--- config.mk ---
export PLATFORM = sky130hd
export DESIGN_NAME = fm_weight_streamer_flat
export DESIGN_NICKNAME = d
export VERILOG_FILES = /design/src/rtl/fm_weight_streamer_if.sv /design/src/rtl/fm_weight_streamer.sv /design/src/flat_wrapper.sv
export SDC_FILE = /design/constraint.sdc
export NUM_CORES = 1
export LEC_CHECK = 0
export ABC_AREA = 1
export CAP_MARGIN = 20
export CELL_PAD_IN_SITES_DETAIL_PLACEMENT = 1
export CELL_PAD_IN_SITES_GLOBAL_PLACEMENT = 1
export CORE_MARGIN = 8
export CORE_UTILIZATION = 30
export CTS_CLUSTER_SIZE = 25
export DETAILED_ROUTE_END_ITERATION = 8
export PLACE_DENSITY_LB_ADDON = 0.1
export SYNTH_ARGS = -nofsm -noshare
export SYNTH_HDL_FRONTEND = slang
export SYNTH_SLANG_ARGS = --single-unit
--- constraint.sdc ---
create_clock -name clk -period 3 [get_ports clk]
set_input_delay 0.3 -clock clk [delete_from_list [all_inputs] [get_ports clk]]
set_output_delay 0.3 -clock clk [all_outputs]
set_load 0.005 [all_outputs]
--- src/rtl/fm_weight_streamer_if.sv ---
// Output stream of fm_weight_streamer: word, valid/ready handshake and weight tag.
interface fm_weight_streamer_if #(
    parameter int unsigned DW = 8,
    parameter int unsigned CH = 4
);
    logic [CH*DW-1:0] data_o;
    logic             valid_o;
    logic             ready_i;
    logic             weight_ing;

    modport master (
        output data_o,
        output valid_o,
        output weight_ing,
        input  ready_i
    );

    modport slave (
        input  data_o,
        input  valid_o,
        input  weight_ing,
        output ready_i
    );
endinterface

--- src/rtl/fm_weight_streamer.sv ---
// Streams W_WORDS weight words, then BATCHES x FM_PIXELS feature-map words, through a 2-entry skid buffer.
// Define STREAMER_WEIGHT_RELOAD_EN to replay the weight phase before every batch.
module fm_weight_streamer #(
    parameter int unsigned DW        = 8,
    parameter int unsigned CH        = 4,
    parameter int unsigned W_WORDS   = 200,
    parameter int unsigned FM_PIXELS = 12544,
    parameter int unsigned BATCHES   = 8,
    localparam int unsigned WAW = (W_WORDS   > 1) ? $clog2(W_WORDS)   : 1,
    localparam int unsigned PAW = (FM_PIXELS > 1) ? $clog2(FM_PIXELS) : 1,
    localparam int unsigned BAW = (BATCHES   > 1) ? $clog2(BATCHES)   : 1
) (
    input  logic                 clk,
    input  logic                 rst,
    input  logic                 start,
    output logic [WAW-1:0]       w_addr,
    input  logic [CH*DW-1:0]     w_rdata,
    output logic [BAW-1:0]       fm_batch,
    output logic [PAW-1:0]       fm_pix,
    input  logic [CH*DW-1:0]     fm_rdata,
    fm_weight_streamer_if.master st,
    output logic                 busy,
    output logic                 done
);
    localparam logic [WAW-1:0] W_LAST = WAW'(W_WORDS - 1);
    localparam logic [PAW-1:0] P_LAST = PAW'(FM_PIXELS - 1);
    localparam logic [BAW-1:0] B_LAST = BAW'(BATCHES - 1);

    typedef enum logic [1:0] {IDLE, WEIGHT, FMAP, DONE} state_t;

    state_t           state_q;
    logic [WAW-1:0]   w_addr_q;
    logic [BAW-1:0]   batch_q;
    logic [PAW-1:0]   pix_q;
    logic             req_q, req_w_q;
    logic             resp_q, resp_w_q;
    logic             issue_done_q;
    logic             busy_q, done_q;

    logic             out_valid_q, out_valid_d;
    logic [CH*DW-1:0] out_data_q, out_data_d;
    logic             out_w_q, out_w_d;
    logic [CH*DW-1:0] sk0_data_q, sk0_data_d, sk1_data_q, sk1_data_d;
    logic             sk0_w_q, sk0_w_d, sk1_w_q, sk1_w_d;
    logic [1:0]       sk_cnt_q, sk_cnt_d;

    logic [CH*DW-1:0] in_data;
    logic             out_free;
    logic [2:0]       occ;
    logic             space;

    // Output register plus skid form a 3-word store; a read is issued only if
    // every word already in flight still has a slot when it lands.
    always_comb begin
        in_data     = resp_w_q ? w_rdata : fm_rdata;
        out_free    = !out_valid_q || st.ready_i;
        out_valid_d = out_valid_q;
        out_data_d  = out_data_q;
        out_w_d     = out_w_q;
        sk0_data_d  = sk0_data_q;
        sk0_w_d     = sk0_w_q;
        sk1_data_d  = sk1_data_q;
        sk1_w_d     = sk1_w_q;
        sk_cnt_d    = sk_cnt_q;

        if (out_free) begin
            if (sk_cnt_q != 2'd0) begin
                out_data_d  = sk0_data_q;
                out_w_d     = sk0_w_q;
                out_valid_d = 1'b1;
                sk0_data_d  = sk1_data_q;
                sk0_w_d     = sk1_w_q;
                sk_cnt_d    = sk_cnt_q - 2'd1;
            end else if (resp_q) begin
                out_data_d  = in_data;
                out_w_d     = resp_w_q;
                out_valid_d = 1'b1;
            end else begin
                out_valid_d = 1'b0;
            end
        end

        if (resp_q && (!out_free || sk_cnt_q != 2'd0)) begin
            if (sk_cnt_d == 2'd0) begin
                sk0_data_d = in_data;
                sk0_w_d    = resp_w_q;
            end else begin
                sk1_data_d = in_data;
                sk1_w_d    = resp_w_q;
            end
            sk_cnt_d = sk_cnt_d + 2'd1;
        end

        occ   = 3'(out_valid_d) + 3'(sk_cnt_d) + 3'(req_q);
        space = (occ <= 3'd2);
    end

    always_ff @(posedge clk) begin
        if (rst) begin
            state_q      <= IDLE;
            w_addr_q     <= '0;
            batch_q      <= '0;
            pix_q        <= '0;
            req_q        <= 1'b0;
            req_w_q      <= 1'b0;
            resp_q       <= 1'b0;
            resp_w_q     <= 1'b0;
            issue_done_q <= 1'b0;
            busy_q       <= 1'b0;
            done_q       <= 1'b0;
            out_valid_q  <= 1'b0;
            out_data_q   <= '0;
            out_w_q      <= 1'b0;
            sk0_data_q   <= '0;
            sk0_w_q      <= 1'b0;
            sk1_data_q   <= '0;
            sk1_w_q      <= 1'b0;
            sk_cnt_q     <= '0;
        end else begin
            out_valid_q <= out_valid_d;
            out_data_q  <= out_data_d;
            out_w_q     <= out_w_d;
            sk0_data_q  <= sk0_data_d;
            sk0_w_q     <= sk0_w_d;
            sk1_data_q  <= sk1_data_d;
            sk1_w_q     <= sk1_w_d;
            sk_cnt_q    <= sk_cnt_d;
            resp_q      <= req_q;
            resp_w_q    <= req_w_q;
            req_q       <= 1'b0;
            done_q      <= 1'b0;

            case (state_q)
                IDLE: begin
                    if (start) begin
                        state_q      <= WEIGHT;
                        busy_q       <= 1'b1;
                        w_addr_q     <= '0;
                        batch_q      <= '0;
                        pix_q        <= '0;
                        issue_done_q <= 1'b0;
                        req_q        <= 1'b1;
                        req_w_q      <= 1'b1;
                    end
                end
                // In WEIGHT the fm counters already name the next pixel to read.
                WEIGHT: begin
                    if (space) begin
                        req_q <= 1'b1;
                        if (w_addr_q == W_LAST) begin
                            state_q <= FMAP;
                            req_w_q <= 1'b0;
                        end else begin
                            w_addr_q <= w_addr_q + WAW'(1);
                            req_w_q  <= 1'b1;
                        end
                    end
                end
                FMAP: begin
                    if (!issue_done_q) begin
                        if (space) begin
                            if (pix_q != P_LAST) begin
                                pix_q   <= pix_q + PAW'(1);
                                req_q   <= 1'b1;
                                req_w_q <= 1'b0;
                            end else if (batch_q == B_LAST) begin
                                issue_done_q <= 1'b1;
                            end else begin
                                pix_q   <= '0;
                                batch_q <= batch_q + BAW'(1);
                                req_q   <= 1'b1;
`ifdef STREAMER_WEIGHT_RELOAD_EN
                                state_q  <= WEIGHT;
                                w_addr_q <= '0;
                                req_w_q  <= 1'b1;
`else
                                req_w_q  <= 1'b0;
`endif
                            end
                        end
                    end else if (!req_q && !resp_q && sk_cnt_q == 2'd0 &&
                                 out_valid_q && st.ready_i) begin
                        state_q <= DONE;
                        done_q  <= 1'b1;
                        busy_q  <= 1'b0;
                    end
                end
                DONE: begin
                    state_q <= IDLE;
                end
                default: begin
                    state_q <= IDLE;
                end
            endcase
        end
    end

    assign w_addr        = w_addr_q;
    assign fm_batch      = batch_q;
    assign fm_pix        = pix_q;
    assign st.data_o     = out_data_q;
    assign st.valid_o    = out_valid_q;
    assign st.weight_ing = out_valid_q && out_w_q;
    assign busy          = busy_q;
    assign done          = done_q;
endmodule

--- src/flat_wrapper.sv ---
// flat-port wrapper written by rule: the top's interface ports become plain ports
module fm_weight_streamer_flat 
#(
    parameter int unsigned DW        = 8,
    parameter int unsigned CH        = 4,
    parameter int unsigned W_WORDS   = 200,
    parameter int unsigned FM_PIXELS = 12544,
    parameter int unsigned BATCHES   = 8,
    localparam int unsigned WAW = (W_WORDS   > 1) ? $clog2(W_WORDS)   : 1,
    localparam int unsigned PAW = (FM_PIXELS > 1) ? $clog2(FM_PIXELS) : 1,
    localparam int unsigned BAW = (BATCHES   > 1) ? $clog2(BATCHES)   : 1
)
  (clk, rst, start, w_addr, w_rdata, fm_batch, fm_pix, fm_rdata, busy, done, st_data_o, st_valid_o, st_weight_ing, st_ready_i);
  fm_weight_streamer_if #(.DW(DW), .CH(CH)) st_i ();
  input  logic clk;
  input  logic rst;
  input  logic start;
  output logic [WAW-1:0] w_addr;
  input  logic [CH*DW-1:0] w_rdata;
  output logic [BAW-1:0] fm_batch;
  output logic [PAW-1:0] fm_pix;
  input  logic [CH*DW-1:0] fm_rdata;
  output logic busy;
  output logic done;
  output wire logic [$bits(st_i.data_o)-1:0] st_data_o;
  output wire logic [$bits(st_i.valid_o)-1:0] st_valid_o;
  output wire logic [$bits(st_i.weight_ing)-1:0] st_weight_ing;
  input wire logic [$bits(st_i.ready_i)-1:0] st_ready_i;
  assign st_data_o = st_i.data_o;
  assign st_valid_o = st_i.valid_o;
  assign st_weight_ing = st_i.weight_ing;
  assign st_i.ready_i = st_ready_i;
  fm_weight_streamer #(.DW(DW), .CH(CH), .W_WORDS(W_WORDS), .FM_PIXELS(FM_PIXELS), .BATCHES(BATCHES)) u_core (.clk(clk), .rst(rst), .start(start), .w_addr(w_addr), .w_rdata(w_rdata), .fm_batch(fm_batch), .fm_pix(fm_pix), .fm_rdata(fm_rdata), .st(st_i), .busy(busy), .done(done));
endmodule
==> results of run 1 <==
-- synthesized netlist by cell type, types with 6 or more instances --
| cell | instances |
|---|---|
| nand2_1 | 222 |
| a21oi_1 | 140 |
| dfxtp_1 | 136 |
| o21ai_0 | 113 |
| inv_1 | 105 |
| nand3_1 | 56 |
| nor2_1 | 54 |
| clkbuf_1 | 29 |
| buf_2 | 22 |
| a31oi_1 | 16 |
| mux2_2 | 14 |
| o21ai_1 | 13 |
| ha_1 | 11 |
| nand4_1 | 6 |
| nor2_2 | 6 |
-- state kept, by name, indices dropped and copies added (netlist names) --
name and flops:
u_core.sk0_w_q 1, u_core.issue_done_q 1, u_core.state_q 2, u_core.sk1_data_q 32, u_core.fm_pix 14, u_core.w_addr 8, u_core.st.data_o 32, u_core.resp_w_q 1
u_core.sk1_w_q 1, u_core.done 1, u_core.req_w_q 1, u_core.out_w_q 1, u_core.req_q 1, u_core.st.valid_o 1, u_core.busy 1, u_core.resp_q 1
u_core.sk0_data_q 32, u_core.sk_cnt_q 2, u_core.fm_batch 3
-- cells in the final DEF, fill, tap and decap left out, types with 3 or more instances in the layout --
| master | Yosys | layout |
|---|---|---|
| nor3_1 | 5 | 5 |
| inv_1 | 105 | 104 |
| nand2_2 | 1 | 3 |
| nand3_1 | 56 | 55 |
| nor2_2 | 6 | 7 |
| or2_2 | 3 | 3 |
| clkbuf_16 | 0 | 17 |
| a31oi_1 | 16 | 16 |
| nor2_1 | 54 | 53 |
| clkdlybuf4s50_1 | 0 | 127 |
| mux2_2 | 14 | 14 |
| buf_12 | 0 | 4 |
| nand4_1 | 6 | 6 |
| ha_1 | 11 | 11 |
| nand2_1 | 222 | 220 |
| bufinv_16 | 0 | 4 |
| xor2_1 | 3 | 3 |
| dfxtp_1 | 136 | 134 |
| o21ai_1 | 13 | 12 |
| nand3b_1 | 3 | 3 |
| inv_2 | 4 | 5 |
| o21ai_0 | 113 | 113 |
| a21oi_1 | 140 | 140 |
| buf_4 | 5 | 22 |
-- final cells by class --
class | count | area share, %
timing repair buffer | 156 | 17.1
clock buffer | 20 | 5.06
multi-input combinational | 676 | 37.2
clock inverter | 11 | 1.90
inverter | 110 | 4.58
tap | 285 | 3.95
sequential | 136 | 30.2
-- metal layers --
| layer | part of all wire, % | up-vias |
|---|---|---|
| met3 | 2.8 | 14 |
| met5 | 0 | - |
| met4 | 0.80 | 0 |
| met1 | 49 | 3269 |
| li1 | - | 3445 |
| met2 | 47 | 86 |
-- critical path, cell delays in order --
cell and delay [ns]:
clkdlybuf4s50_1 0.45, inv_1 0.08, nand2_4 0.06, inv_1 0.04, or2_2 0.27, nand2_1 0.06
nand2_1 0.07, ha_1 0.28, inv_1 0.04, o21ai_2 0.14, inv_1 0.07, ha_1 0.27
nand3_1 0.11, nand3_1 0.09, nand2_1 0.08, nor2_2 0.16, nand2_1 0.10, buf_6 0.16
nor2_1 0.10, nor2_1 0.05, nor2_1 0.08
-- timing repair --
action,4_1_cts,5_1_grt
resized for setup,0,8
setup endpoints to repair,0,24
hold endpoints to repair,0,0
-- power breakdown --
part | leakage (nW) | switching [mW] | internal, mW
clock | 0.302 | 0.818 | 1.43
combinational | 2.19 | 0.868 | 0.681
sequential | 1.10 | 0.131 | 1.98
-- cell families after synthesis --
group                      count (synthesis)  synth area share [%]
and+or+nand+nor                          362                  22.6
muxes                                     14                  2.34
buffers and inverters                    168                  10.1
AOI/OAI and AO/OA                        283                  21.5
xor gates and xnor gates                   5                 0.651
DFF                                      136                  40.5
adders and majority gates                 12                  2.34
-- worst paths after layout --
kind	startpoint	to	cells after the start
min	u_core.req_w_q	u_core.resp_w_q	2
max reg2reg	u_core.st.valid_o	u_core.fm_pix[7]	19
min reg2reg	u_core.req_w_q	u_core.resp_w_q	2
max	st_ready_i	u_core.fm_pix[7]	21
-- metrics by stage --
stage               hold WS [ns]  instance area (µm²)  util, %
floorplan                  0.410                 6730        -
detailed placement         0.420                 8360     37.4
global route               0.462                 9020     40.3
finish                     0.433                 9020     40.3
CTS                        0.432                 8990     40.2
global placement           0.413                 8360     37.4
==> out/qor.csv, run 1 <==
stage,metric,value,unit
status,status,"complete, no violations",
worst_setup_path,cp_max_fo,7,
yosys,synth_cell_type_count,32,
clock_tree,cts_tree,done,
sta,period_needed,2.72,ns
place,placed_cells_incl_taps,1363,
layout,nNetsFinal,1177,
flow_run,maxCapViolCount,0,
clock_tree,root_buffer,clkbuf_16,
yosys,ys_top_cells_by_area,"dfxtp_1 (40%), nand2_1 (12%), a21oi_1 (10%)",
clock_tree,path_clk_slew,0.06,ns
worst_setup_path,required,3.36,ns
yosys,ys_ff_latch,136,
sta,clock_skew,0.00792,ns
yosys,synth_cells,980,
worst_setup_path,critPathKind,in -> reg,
drt,vias_per_cell,4.89,
clock_tree,cts_buffers,17,
power_and_ir_drop,p_leak,3.59,nW
global_routing,grt_antenna_before_repair,0,
clock_tree,clk_path_buf_depth,2,
yosys,synthesis.area,6730,µm²
sta,drv_slew,0,
clock_tree,clock_sinks,136,
drt,routedWlPerCell,15.9,µm
sta,hold_viol,0,
yosys,synth.largest_area_cell,dfxtp_1,
clock_tree,htreeDepth,4,
die,die_h,166,µm
sta,rsz0062_at_grt,yes,
layout,drive_gt1_share,9.11,%
place,hpwlAfterDp,14800,µm
global_routing,top_usage_layer,met2,
sta,worst_slew_pin_slew,0.725,ns
power_and_ir_drop,power,5.91,mW
layout,instances_no_fill,1394,
sta,finalSetupTns,0,ns
die,start_util,30.1,%
global_routing,grt_pass1_vias,7073,
sta,fmax,368,MHz
yosys,synth-async-reset-ratio,0,%
worst_setup_path,startpoint_type,input pin,
drt,drc_errors,0,
global_routing,use_met3,3.21,%
sta,max_slew_margin,51.6,%
global_routing,overflow,0,
die,die_area,27500,µm²
yosys,ys_seq_area_share,40.5,%
drt,drt-total-wl,22100,µm
global_routing,grtUsageMet2,28.1,%
layout,syn2layout_area_growth,34.1,%
min_path,hp-class,reg -> reg,
global_routing,grt_start_max_net_pins,50,
power_and_ir_drop,ir_worst_vdd,0.358,mV
place,place_ws,-0.286,ns
yosys,synth_top_area_share,40.5,%
layout,multiInputGateArea,3360,µm²
layout,diodes,0,
sta,fin_crit_sh,90.7,%
place,port_buffers,128,
drt,dr_total_vias,6814,
drt,first_pass_iters,4,
sta,worst_slack,0.280,ns
global_routing,grt_pass1_wl,37000,µm
yosys,ys.flop_type,dfxtp_1,
die,pin_count,129,
layout,nFillCells,2800,
worst_setup_path,cp-end-kind,flop,
yosys,synth_edf_count,0,
layout,seq_area,2730,µm²
die,die_width,166,µm
yosys,yosysWarnings,0,
drt,ant_nets,0,
worst_setup_path,r2r_slack,0.34,ns
drt,first_iter_violations,241,
global_routing,globalRouteTotalUtil,16.2,%
worst_setup_path,worstPathArrival,3.08,ns
clock_tree,post_cts_buffers,0,
global_routing,grt_use_met1,20.4,%
clock_tree,clk_latency,0.42,ns
die,row_count,55,
yosys,syn_nets,1060,
sta,setup_violations,0,
place,gp_routability_congestion,0.763,
die,core-area,22400,µm²
clock_tree,cts_hold_buf,0,
power_and_ir_drop,p_per_area,655,nW/µm²
yosys,syn_area_per_cell,6.87,µm²
(Power assumes the default switching activity.)
==> run 2: changes to the inputs <==
--- a/config.mk
+++ b/config.mk
@@ -6,6 +6,7 @@
 export NUM_CORES = 1
 export LEC_CHECK = 0
 export ABC_AREA = 1
+export ABC_CLOCK_PERIOD_IN_PS = 3000
 export CAP_MARGIN = 20
 export CELL_PAD_IN_SITES_DETAIL_PLACEMENT = 1
 export CELL_PAD_IN_SITES_GLOBAL_PLACEMENT = 1
==> results of run 2 <==
No change in the layout: final DEF, timing and power equal those of run 1.
